===== config.mk =====
export PLATFORM = sky130hd
export DESIGN_NAME = pattern_gen
export DESIGN_NICKNAME = d
export VERILOG_FILES = /design/src/rtl/read_checker_pkg.sv /design/src/rtl/read_checker_pattern_gen.sv
export SDC_FILE = /design/constraint.sdc
export NUM_CORES = 1
export LEC_CHECK = 0
export ABC_CLOCK_PERIOD_IN_PS = 6170
export BUFFER_PORTS_ARGS = -buffer_cell sky130_fd_sc_hd__buf_2
export CORE_AREA = 2 2 201 203
export CTS_BUF_LIST = sky130_fd_sc_hd__clkbuf_2
export DETAILED_ROUTE_END_ITERATION = 8
export DIE_AREA = 0 0 203 205
export GPL_ROUTABILITY_DRIVEN = 0
export PLACE_DENSITY = 0.45
export RECOVER_POWER = 25
export SYNTH_ARGS = -nofsm -noshare
export SYNTH_HDL_FRONTEND = slang
export SYNTH_SLANG_ARGS = --single-unit

===== constraint.sdc =====
create_clock -name clk -period 6.17 [get_ports clk]
set_input_delay 0.9255 -clock clk [delete_from_list [all_inputs] [get_ports clk]]
set_output_delay 0.9255 -clock clk [all_outputs]
set_load 0.01 [all_outputs]

===== src/rtl/read_checker_pkg.sv =====
// Shared constants and types for the BRAM writer / read-back checker pair.
package read_checker_pkg;

    localparam int BURST_SIZE      = 4096;                      // bytes per AXI burst
    localparam int BRAM_SIZE       = 512 * 1024;                // bytes of BRAM under test
    localparam int BRAM_ADDR       = 0;                         // BRAM base address
    localparam int DEFAULT_DW      = 512;
    localparam int BEATS_PER_BURST = BURST_SIZE / (DEFAULT_DW / 8);
    localparam int TOTAL_BURSTS    = BRAM_SIZE / BURST_SIZE;    // 128
    localparam int PATTERN_W       = 16;                        // width of the counting pattern word

    typedef enum logic {
        AR_IDLE,
        AR_ISSUE
    } ar_state_t;

    typedef enum logic [1:0] {
        R_IDLE,
        R_RUN,
        R_FINISH
    } r_state_t;

    // Beats per burst for an arbitrary data width (BEATS_PER_BURST covers the default width).
    function automatic int beats_per_burst(input int dw);
        return BURST_SIZE / (dw / 8);
    endfunction

endpackage


===== src/rtl/read_checker_pattern_gen.sv =====
// Expected-data generator shared by the BRAM writer and the read checker:
// a 16-bit beat counter starting at 1, replicated across the bus, or all-zero.
module pattern_gen
    import read_checker_pkg::*;
#(
    parameter int DW = 512
) (
    input  logic          clk,
    input  logic          reset,
    input  logic          clear,
    input  logic          advance,
    input  logic          zero,
    output logic [DW-1:0] data
);

    logic [PATTERN_W-1:0] count;

    // Counter restarts at 1 on clear and steps once per accepted beat; never reset per burst.
    always_ff @(posedge clk) begin
        if (reset) begin
            count <= PATTERN_W'(1);
        end else if (clear) begin
            count <= PATTERN_W'(1);
        end else if (advance) begin
            count <= count + PATTERN_W'(1);
        end
    end

    assign data = zero ? '0 : {(DW / PATTERN_W){count}};

endmodule


==> flow_summary_export.csv, run 1 <==
group,metric,value,unit
run_status,status,"finished clean",
floorplan,design.portCount,517,
min_path,worstHoldStart,"count[15]$_SDFFE_PP0P_",
critical_path,critPathArrivalTime,2.50,ns
synthesis,synth_cells,593,
critical_path,worst_setup_path_end_kind,"output port",
timing,fin_ws,2.740,ns
synthesis,ys_seq_area_share,7.074,%
timing,fin_crit_sh,55.59,%
critical_path,required,5.24,ns
floorplan,coreArea,39370,µm²
layout,regMostFlops,"count",
timing,rsz0062_at_grt,"false",
floorplan,die_h,205,µm
synthesis,synth.distinct_cells,27,
synthesis,syn_avg_cell_area,7.636,µm²
detailed_routing,first_pass_iters,4,
detailed_routing,wl_per_cell,7.678,µm
synthesis,yosys_warnings,0,
layout,reg_top3,"count: 16 flops",
placement,placedCellCount,1141,
timing,tns,0,ns
clocking,cts_made_buffers,3,
placement,place.port_buffers,516,
layout,largest_register_ffs,16,
detailed_routing,vias,2842,
placement,dp_hpwl,7330,µm
synthesis,syn_area,4528,µm²
critical_path,worstSetupPathType,"primary input to output port",
detailed_routing,first_iter_violations,21,
detailed_routing,drcViolationCount,0,
global_routing,grt_use_total,2.943,%
clocking,cts_max_path_buffers,2,
min_path,worst_hold_path_type,"flop to flop",
clocking,cts-root-buf,"clkbuf_2",
timing,slew_headroom,24.43,%
clocking,post_cts_buffers,0,
timing,final_max_slew_viol_count,0,
job,cap_viol_max_count,0,
layout,nets,627,
synthesis,yosys-top-cells-area,"buf_4 82%, dfxtp_1 7.1%, nor2b_1 1.9%, nor2_1 1.2%, xnor2_1 1.2%",
layout,stdcell_count,1145,
layout,syn_to_final_growth,-12.66,%
synthesis,syn-num-nets,599,
timing,setup_viol,0,
layout,drive_gt1_share,67.58,%
clocking,insertion_delay,0.31,ns
power_and_ir_drop,power_leakage,2.608,nW
timing,fin_crit,3.430,ns
critical_path,rr_startpoint,"count[5]$_SDFFE_PP0P_",
timing,final-hold-violation-count,0,
clocking,htreeDepth,1,
timing,holdWs,0.4951,ns
synthesis,yosys_register_bits,16,
clocking,cts_resized,0,
clocking,clock-sinks,16,
floorplan,fp.dieW,203,µm
global_routing,grt_max_degree,33,
timing,tightest_slew,1.128,ns
critical_path,start_kind,"primary input",
floorplan,start_util,11.50,%
floorplan,dieArea,41620,µm²
clocking,clk_pin_slew,0.17,ns
clocking,cts_tree,"built",
synthesis,synth_top_area_share,82.23,%
timing,timing.fmax,0.2916,GHz
power_and_ir_drop,vdd_drop_max,32.55,µV
detailed_routing,routed_wl,8791,µm
critical_path,startpoint,"zero",
global_routing,grt_pass1_wl,9094,µm
layout,diodes,0,
layout,fin_util,10.05,%
detailed_routing,ant_nets,0,
timing,finalClockSkew,0.006778,ns
detailed_routing,via_per_inst,2.482,
global_routing,grt_pass1_vias,1370,
synthesis,yosysTopAreaCell,"buf_4",
critical_path,cp_max_fo,32,
clocking,cts-hold-fix-buffers,0,
floorplan,row_count,73,
global_routing,grt_remaining_overflow,0,
global_routing,antenna_found_initial,0,
placement,preCtsSetupSlack,2.724,ns
power_and_ir_drop,powerDensity,51.83,nW/µm²
==> synthesized netlist by cell type <==
cell,n
xnor2_1,6
a41o_1,1
inv_1,2
nor4_1,2
or2_2,1
nand4_1,3
nand3_1,3
xor2_1,4
o31ai_1,2
nor3_1,3
a31oi_1,1
mux2i_1,1
nor2_1,14
nand2_2,1
or4_1,2
nand4_2,1
ha_1,1
or4_4,1
nor2b_1,14
dfxtp_1,16
or3_1,2
buf_4,496
o21ai_0,2
nand2_1,6
and3_1,1
a21oi_1,4
clkbuf_1,3
==> cell type report <==
| type | instances | area [µm²] |
|---|---|---|
| Timing Repair Buffer | 522 | 2467 |
| Multi-Input combinational cell | 76 | 484.2 |
| Sequential cell | 16 | 320.3 |
| Inverter | 2 | 7.507 |
| Clock buffer | 3 | 15.01 |
| Clock inverter | 1 | 3.754 |
| Fill cell | 4611 | 35410 |
| Tap cell | 525 | 656.9 |
==> metal layers <==
layer | vias to the layer above | global-route usage, % | wire (µm)
met5 | - | 0 | 0
met4 | 0 | 0.4692 | 33
met3 | 4 | 0.5091 | 1128
met2 | 270 | 5.700 | 4443
met1 | 1189 | 3.395 | 3185
li1 | 1379 | - | -
==> layout by cell type, fill, tap and decap left out, types with 2 or more instances in the layout <==
cell      count
o21ai_0       2
nand4_1       4
nor3_1        3
nor4_1        2
nor2_1       13
o31ai_1       2
nand3_1       3
clkbuf_2      3
nor2b_2       9
a21oi_1       4
xnor2_1       6
dfxtp_1      16
nor2b_1       5
clkbuf_1    118
or3_1         2
buf_2       403
xor2_1        4
or4_1         2
inv_1         2
nand2_1       6
==> cells by family after synthesis <==
| family | count (synthesis) | share of synthesized area, % |
|---|---|---|
| muxes | 1 | 0.2211 |
| xor gates and xnor gates | 10 | 1.934 |
| buffers and inverters | 501 | 82.65 |
| adders and majority gates | 1 | 0.2763 |
| DFF | 16 | 7.074 |
| AOI/OAI and AO/OA | 10 | 1.354 |
| and+or+nand+nor | 54 | 6.493 |
==> path summary, 6_finish.rpt <==
kind | end | slack [ns] | cells past startpoint
max | data[249] | 2.74 | 4
min | count[15]$_SDFFE_PP0P_ | 0.50 | 2
max reg2reg | count[15]$_SDFFE_PP0P_ | 4.22 | 4
min reg2reg | count[15]$_SDFFE_PP0P_ | 0.50 | 2
==> where the power goes <==
group,switching (mW),total [mW],internal [mW]
clock,0.0371,0.0512,0.0141
combinational,0.0304,0.0486,0.0182
sequential,0.000905,0.105,0.104
total,0.0684,0.205,0.137
==> worst max-delay path: stages <==
cell and delay, ns:
buf_2 0.23, nor2_1 0.28, clkbuf_1 0.78, buf_2 0.27
==> metrics by stage <==
step | cell area [µm²] | total power, mW
floorplan | 4528 | 0.1624
global placement | 4100 | 0.1572
detailed placement | 4100 | 0.1575
CTS | 4119 | 0.2080
global route | 3955 | 0.2153
finish | 3955 | 0.2050
Note: power is estimated with default switching activity, not from simulation.
==> run 2, diff against run 1 <==
--- a/config.mk
+++ b/config.mk
@@ -5,14 +5,15 @@
 export SDC_FILE = /design/constraint.sdc
 export NUM_CORES = 1
 export LEC_CHECK = 0
-export ABC_CLOCK_PERIOD_IN_PS = 6170
+export ABC_AREA = 1
+export ABC_CLOCK_PERIOD_IN_PS = 2810
 export BUFFER_PORTS_ARGS = -buffer_cell sky130_fd_sc_hd__buf_2
-export CORE_AREA = 2 2 201 203
+export CORE_AREA = 2 2 200 202
 export CTS_BUF_LIST = sky130_fd_sc_hd__clkbuf_2
 export DETAILED_ROUTE_END_ITERATION = 8
-export DIE_AREA = 0 0 203 205
+export DIE_AREA = 0 0 202 204
 export GPL_ROUTABILITY_DRIVEN = 0
-export PLACE_DENSITY = 0.45
+export PLACE_DENSITY = 0.47
 export RECOVER_POWER = 25
 export SYNTH_ARGS = -nofsm -noshare
 export SYNTH_HDL_FRONTEND = slang
==> constraint.sdc (replaced) <==
create_clock -name clk -period 2.81 [get_ports clk]
set_input_delay 0.4215 -clock clk [delete_from_list [all_inputs] [get_ports clk]]
set_output_delay 0.4215 -clock clk [all_outputs]
set_load 0.01 [all_outputs]
==> flow_summary_export.csv, run 2 <==
group,metric,value,unit
run_status,status,"finished clean",
layout,mostFrequentLayoutCells,"436 x buf_2, 81 x clkbuf_1, 29 x nor2_1",
floorplan,dieArea,41210,µm²
synthesis,yosys_warnings,0,
clocking,cts_tree,"built",
critical_path,reg2reg_to,"count[12]$_SDFFE_PP0P_",
clocking,cts_max_path_buffers,2,
clocking,post_cts_buffers,0,
global_routing,grt_remaining_overflow,0,
critical_path,start_kind,"primary input",
layout,fillers,4653,
clocking,clock-sinks,16,
synthesis,synthFlopType,"dfxtp_1",
critical_path,r2r_slack,1.13,ns
timing,setup_viol,0,
layout,reg_top3,"count: 16 flops",
critical_path,cpPeakStageDelay,0.66,ns
synthesis,syn_avg_cell_area,7.228,µm²
layout,drive_gt1_share,69.15,%
global_routing,grt_max_degree,33,
timing,slew_headroom,41.78,%
layout,stdcell_area,4202,µm²
critical_path,rr_startpoint,"count[0]$_SDFFE_PP1P_",
global_routing,grt_use_total,3.274,%
layout,seq_area,320.3,µm²
critical_path,startpoint,"zero",
timing,fin_crit_sh,78.64,%
synthesis,syn-num-nets,652,
floorplan,fp.dieW,202,µm
clocking,cts-hold-fix-buffers,0,
placement,dpl_cell_area,4323,µm²
layout,multi_input_area,498.0,µm²
clocking,htreeDepth,1,
synthesis,synth_edf_count,0,
floorplan,start_util,11.92,%
synthesis,synth.distinct_cells,22,
power_and_ir_drop,power_leakage,2.890,nW
detailed_routing,wl_per_cell,7.492,µm
global_routing,antenna_found_initial,2,
synthesis,syn_area,4669,µm²
synthesis,synth_top_area_share,79.74,%
critical_path,cp_cell_sequence,"buf_2 > nor2_2 > clkbuf_1 > buf_2",
placement,dp_hpwl,7489,µm
layout,largest_register_ffs,16,
timing,rsz0062_at_grt,"false",
clocking,insertion_delay,0.32,ns
synthesis,synth_most_common_cell,"buf_4",
timing,holdWs,0.4342,ns
critical_path,critPathArrivalTime,1.79,ns
detailed_routing,first_iter_violations,92,
layout,nets,691,
critical_path,required,2.39,ns
floorplan,die_h,204,µm
critical_path,worst_setup_path_end_kind,"output port",
critical_path,reg2reg_depth,7,
synthesis,ys_seq_area_share,6.860,%
placement,place.port_buffers,516,
clocking,cts_made_buffers,3,
timing,tightest_slew,0.8734,ns
detailed_routing,vias,3055,
power_and_ir_drop,vdd_drop_max,98.46,µV
global_routing,grt_pass1_vias,1590,
synthesis,yosys-top-cells-area,"buf_4 80%, dfxtp_1 6.9%, nor2_1 2.7%, nand2_1 2.0%, inv_1 1.9%",
synthesis,synth_common_cells,"496 x buf_4, 34 x nor2_1, 25 x nand2_1",
timing,fin_crit,2.210,ns
job,cap_viol_max_count,0,
detailed_routing,ant_nets,0,
detailed_routing,via_per_inst,2.525,
critical_path,worstSetupPathType,"primary input to output port",
synthesis,synth_cells,646,
clocking,cts-root-buf,"clkbuf_2",
floorplan,design.portCount,517,
min_path,worst_hold_path_type,"primary input to flop",
timing,tns,0,ns
layout,final_common_cell,"buf_2",
layout,regMostFlops,"count",
timing,final_max_slew_viol_count,0,
synthesis,yosysTopAreaCell,"buf_4",
floorplan,coreArea,39180,µm²
critical_path,critPathMostFrequentCell,"buf_2",
power_and_ir_drop,powerDensity,109.2,nW/µm²
floorplan,row_count,73,
critical_path,cp_max_fo,32,
critical_path,worstSetupEndpoint,"data[190]",
timing,timing.fmax,0.4525,GHz
clocking,cts_resized,0,
synthesis,ys_async_sr_fraction,0,%
detailed_routing,routed_wl,9065,µm
synthesis,yosys_register_bits,16,
clocking,clk_pin_slew,0.20,ns
detailed_routing,first_pass_iters,4,
critical_path,cp_slowest_cell,"clkbuf_1",
global_routing,grt_pass1_wl,9998,µm
timing,finalClockSkew,0.01821,ns
detailed_routing,drcViolationCount,0,
layout,syn_to_final_growth,-10.02,%
timing,final-hold-violation-count,0,
run 2: cell count changes in the layout (fill, tap and decap cells not counted), sizes merged, moves of 7 or more:
cell	previous run	this run
nor2b	14	0
nand2	7	30
inv	2	27
o21ai	2	9
buf	404	451
nor2	14	40
clkbuf	121	85
run 2: worst min-delay path by stage:
stage	cells past startpoint	slack, ns	to	startpoint
detailed placement	2	0.53	count[10]$_SDFFE_PP0P_	count[10]$_SDFFE_PP0P_
finish	3	0.43	count[1]$_SDFFE_PP0P_	advance
global placement	3	0.51	count[15]$_SDFFE_PP0P_	count[15]$_SDFFE_PP0P_
CTS	3	0.44	count[6]$_SDFFE_PP0P_	advance
floorplan	2	0.47	count[10]$_SDFFE_PP0P_	count[10]$_SDFFE_PP0P_
global route	3	0.43	count[2]$_SDFFE_PP0P_	advance
run 2: area by class of cell:
type	count	area share, %
Antenna cell	1	0.05956
Clock buffer	3	0.3574
Clock inverter	1	0.08934
Inverter	27	2.412
Multi-Input combinational cell	104	11.85
Sequential cell	16	7.624
Tap cell	525	15.63
Timing Repair Buffer	533	61.97
run 2: kinds of logic (layout without fill, tap and decap cells):
group                    count (synthesis)  after routing  synth area share [%]
buffers and inverters                  526            564                 82.18
AND/OR/NAND/NOR                         84             84                 8.521
AO/OA/AOI/OAI                           19             19                 2.170
flip-flops                              16             16                 6.860
adder cells (fa/ha/maj)                  1              1                0.2679
other                                    0              1                     0
run 2: power breakdown:
group	switching [mW]	internal (mW)	total, mW	leakage [nW]
Sequential	0.00209	0.229	0.231	0.129
Combinational	0.0687	0.0405	0.109	2.75
Clock	0.0875	0.0309	0.118	0.0140
Total	0.158	0.300	0.459	2.89
run 2: routing by layer:
| layer | wire length, µm | global-route usage (%) |
|---|---|---|
| met1 | 3479 | 3.837 |
| met2 | 4285 | 5.596 |
| met3 | 1202 | 1.084 |
| met4 | 84 | 1.103 |
| met5 | 13 | 0 |
run 2: critical path, delay by kind of cell:
| kind | cells | cell delay, ns |
|---|---|---|
| AND/OR/NAND/NOR | 1 | 0.17 |
| buffers and inverters | 3 | 1.17 |
run 2: metrics by stage:
step / power (mW) / setup WS, ns / std cells / utilization, %
finish: 0.4586 / 0.6002 / 1210 / 10.72
global route: 0.4817 / 0.3356 / 1210 / 10.72
CTS: 0.4652 / 0.7652 / 1209 / 11.08
detailed placement: 0.3486 / 0.8490 / 1205 / 11.03
global placement: 0.3481 / 0.8857 / 1205 / 11.03
floorplan: 0.3555 / 0.1903 / 646 / -
==> run 3, diff against run 2 <==
--- a/config.mk
+++ b/config.mk
@@ -6,7 +6,7 @@
 export NUM_CORES = 1
 export LEC_CHECK = 0
 export ABC_AREA = 1
-export ABC_CLOCK_PERIOD_IN_PS = 2810
+export ABC_CLOCK_PERIOD_IN_PS = 2000
 export BUFFER_PORTS_ARGS = -buffer_cell sky130_fd_sc_hd__buf_2
 export CORE_AREA = 2 2 200 202
 export CTS_BUF_LIST = sky130_fd_sc_hd__clkbuf_2
==> constraint.sdc (replaced) <==
create_clock -name clk -period 2 [get_ports clk]
set_input_delay 0.3 -clock clk [delete_from_list [all_inputs] [get_ports clk]]
set_output_delay 0.3 -clock clk [all_outputs]
set_load 0.01 [all_outputs]
==> flow_summary_export.csv, run 3 (synthesis results as in run 2) <==
group,metric,value,unit
timing,setup_viol,0,
layout,nets,691,
timing,final-hold-violation-count,0,
global_routing,grt_pass1_wl,9742,µm
detailed_routing,wl_per_cell,7.452,µm
timing,timing.fmax,0.5405,GHz
detailed_routing,first_iter_violations,111,
placement,place.port_buffers,516,
layout,largest_register_ffs,16,
clocking,cts_tree,"built",
detailed_routing,drcViolationCount,0,
timing,fin_ws,0.1500,ns
timing,fin_crit,1.850,ns
clocking,clock-sinks,16,
global_routing,grt_pass1_vias,1563,
floorplan,row_count,73,
clocking,cts_made_buffers,3,
clocking,cts_resized,0,
floorplan,coreArea,39180,µm²
global_routing,antenna_found_initial,2,
timing,finalClockSkew,0.003829,ns
global_routing,grt_max_degree,33,
layout,drive_gt1_share,71.16,%
layout,syn_to_final_growth,-9.673,%
timing,slew_headroom,64.15,%
placement,dp_hpwl,7408,µm
layout,final_common_cell,"buf_2",
power_and_ir_drop,vdd_drop_max,107.4,µV
min_path,worst_hold_path_type,"primary input to flop",
detailed_routing,vias,3035,
clocking,cts-hold-fix-buffers,0,
floorplan,dieArea,41210,µm²
floorplan,fp.dieW,202,µm
power_and_ir_drop,power_leakage,2.915,nW
floorplan,design.portCount,517,
critical_path,worst_setup_path_end_kind,"output port",
timing,fin_crit_sh,92.50,%
floorplan,die_h,204,µm
clocking,clk_pin_slew,0.16,ns
detailed_routing,routed_wl,9009,µm
critical_path,cp_max_fo,32,
layout,fin_util,10.76,%
critical_path,required,1.70,ns
timing,tns,0,ns
clocking,htreeDepth,1,
layout,fillers,4638,
layout,mostFrequentLayoutCells,"429 x buf_2, 72 x clkbuf_1, 27 x nor2_1, 27 x nand2_1, 25 x inv_1",
timing,tightest_slew,0.5377,ns
clocking,cts-root-buf,"clkbuf_2",
clocking,insertion_delay,0.29,ns
clocking,cts_max_path_buffers,2,
global_routing,grt_use_total,3.206,%
timing,holdWs,0.3376,ns
floorplan,start_util,11.92,%
detailed_routing,via_per_inst,2.510,
detailed_routing,ant_nets,0,
timing,final_max_slew_viol_count,0,
critical_path,start_kind,"flop",
critical_path,worstSetupPathType,"flop to output port",
job,cap_viol_max_count,0,
timing,rsz0062_at_grt,"false",
placement,preCtsSetupSlack,0.3136,ns
run_status,status,"finished clean",
layout,reg_top3,"count: 16 flops",
layout,regMostFlops,"count",
power_and_ir_drop,powerDensity,148.2,nW/µm²
detailed_routing,first_pass_iters,4,
clocking,post_cts_buffers,0,
global_routing,grt_remaining_overflow,0,
critical_path,critPathArrivalTime,1.55,ns
==> run 3: worst max-delay path: stages (launching register included) <==
cell	delay, ns
dfxtp_1	0.41
inv_1	0.08
nor2_2	0.07
clkbuf_2	0.44
buf_2	0.23
==> run 3: cell type report <==
| type | count | area (µm²) | share of cell area, % |
|---|---|---|---|
| clock buffers | 3 | 15.01 | 0.3560 |
| flip-flops and latches | 16 | 320.3 | 7.594 |
| repair buffers | 533 | 2608 | 61.82 |
| inverters | 27 | 101.3 | 2.403 |
| diodes | 1 | 2.502 | 0.05933 |
| multi-input cells | 104 | 514.2 | 12.19 |
| well taps | 525 | 656.9 | 15.57 |
==> run 3: through the flow <==
step           area [µm²]  instances  power, mW
2_1_floorplan        4669        646     0.4995
3_3_place_gp         4323       1205     0.4895
3_5_place_dp         4323       1205     0.4892
4_1_cts              4338       1208     0.6360
5_1_grt              4218       1209     0.6565
6_report             4218       1209     0.6249
==> run 3: final timing paths <==
check	from	endpoint	slack, ns	cells past startpoint
max	count[1]$_SDFFE_PP0P_	data[481]	0.15	4
min	advance	count[6]$_SDFFE_PP0P_	0.34	3
max reg2reg	count[0]$_SDFFE_PP1P_	count[12]$_SDFFE_PP0P_	0.45	8
min reg2reg	count[10]$_SDFFE_PP0P_	count[10]$_SDFFE_PP0P_	0.55	2
==> run 3: metal layers <==
| metal | GRT usage, % | share of wire [%] | up-vias |
|---|---|---|---|
| li1 | - | - | 1527 |
| met1 | 3.914 | 39 | 1228 |
| met2 | 5.339 | 46 | 274 |
| met3 | 1.036 | 13 | 4 |
| met4 | 0.9979 | 0.84 | 2 |
| met5 | 0 | 0.21 | - |
==> run 3: where the power goes <==
part           leakage (nW)  internal, mW  total [mW]  switching [mW]
combinational          2.77        0.0560       0.153          0.0973
sequential            0.129         0.321       0.324         0.00296
clock                0.0125        0.0409       0.147           0.106
total                  2.92         0.418       0.625           0.207
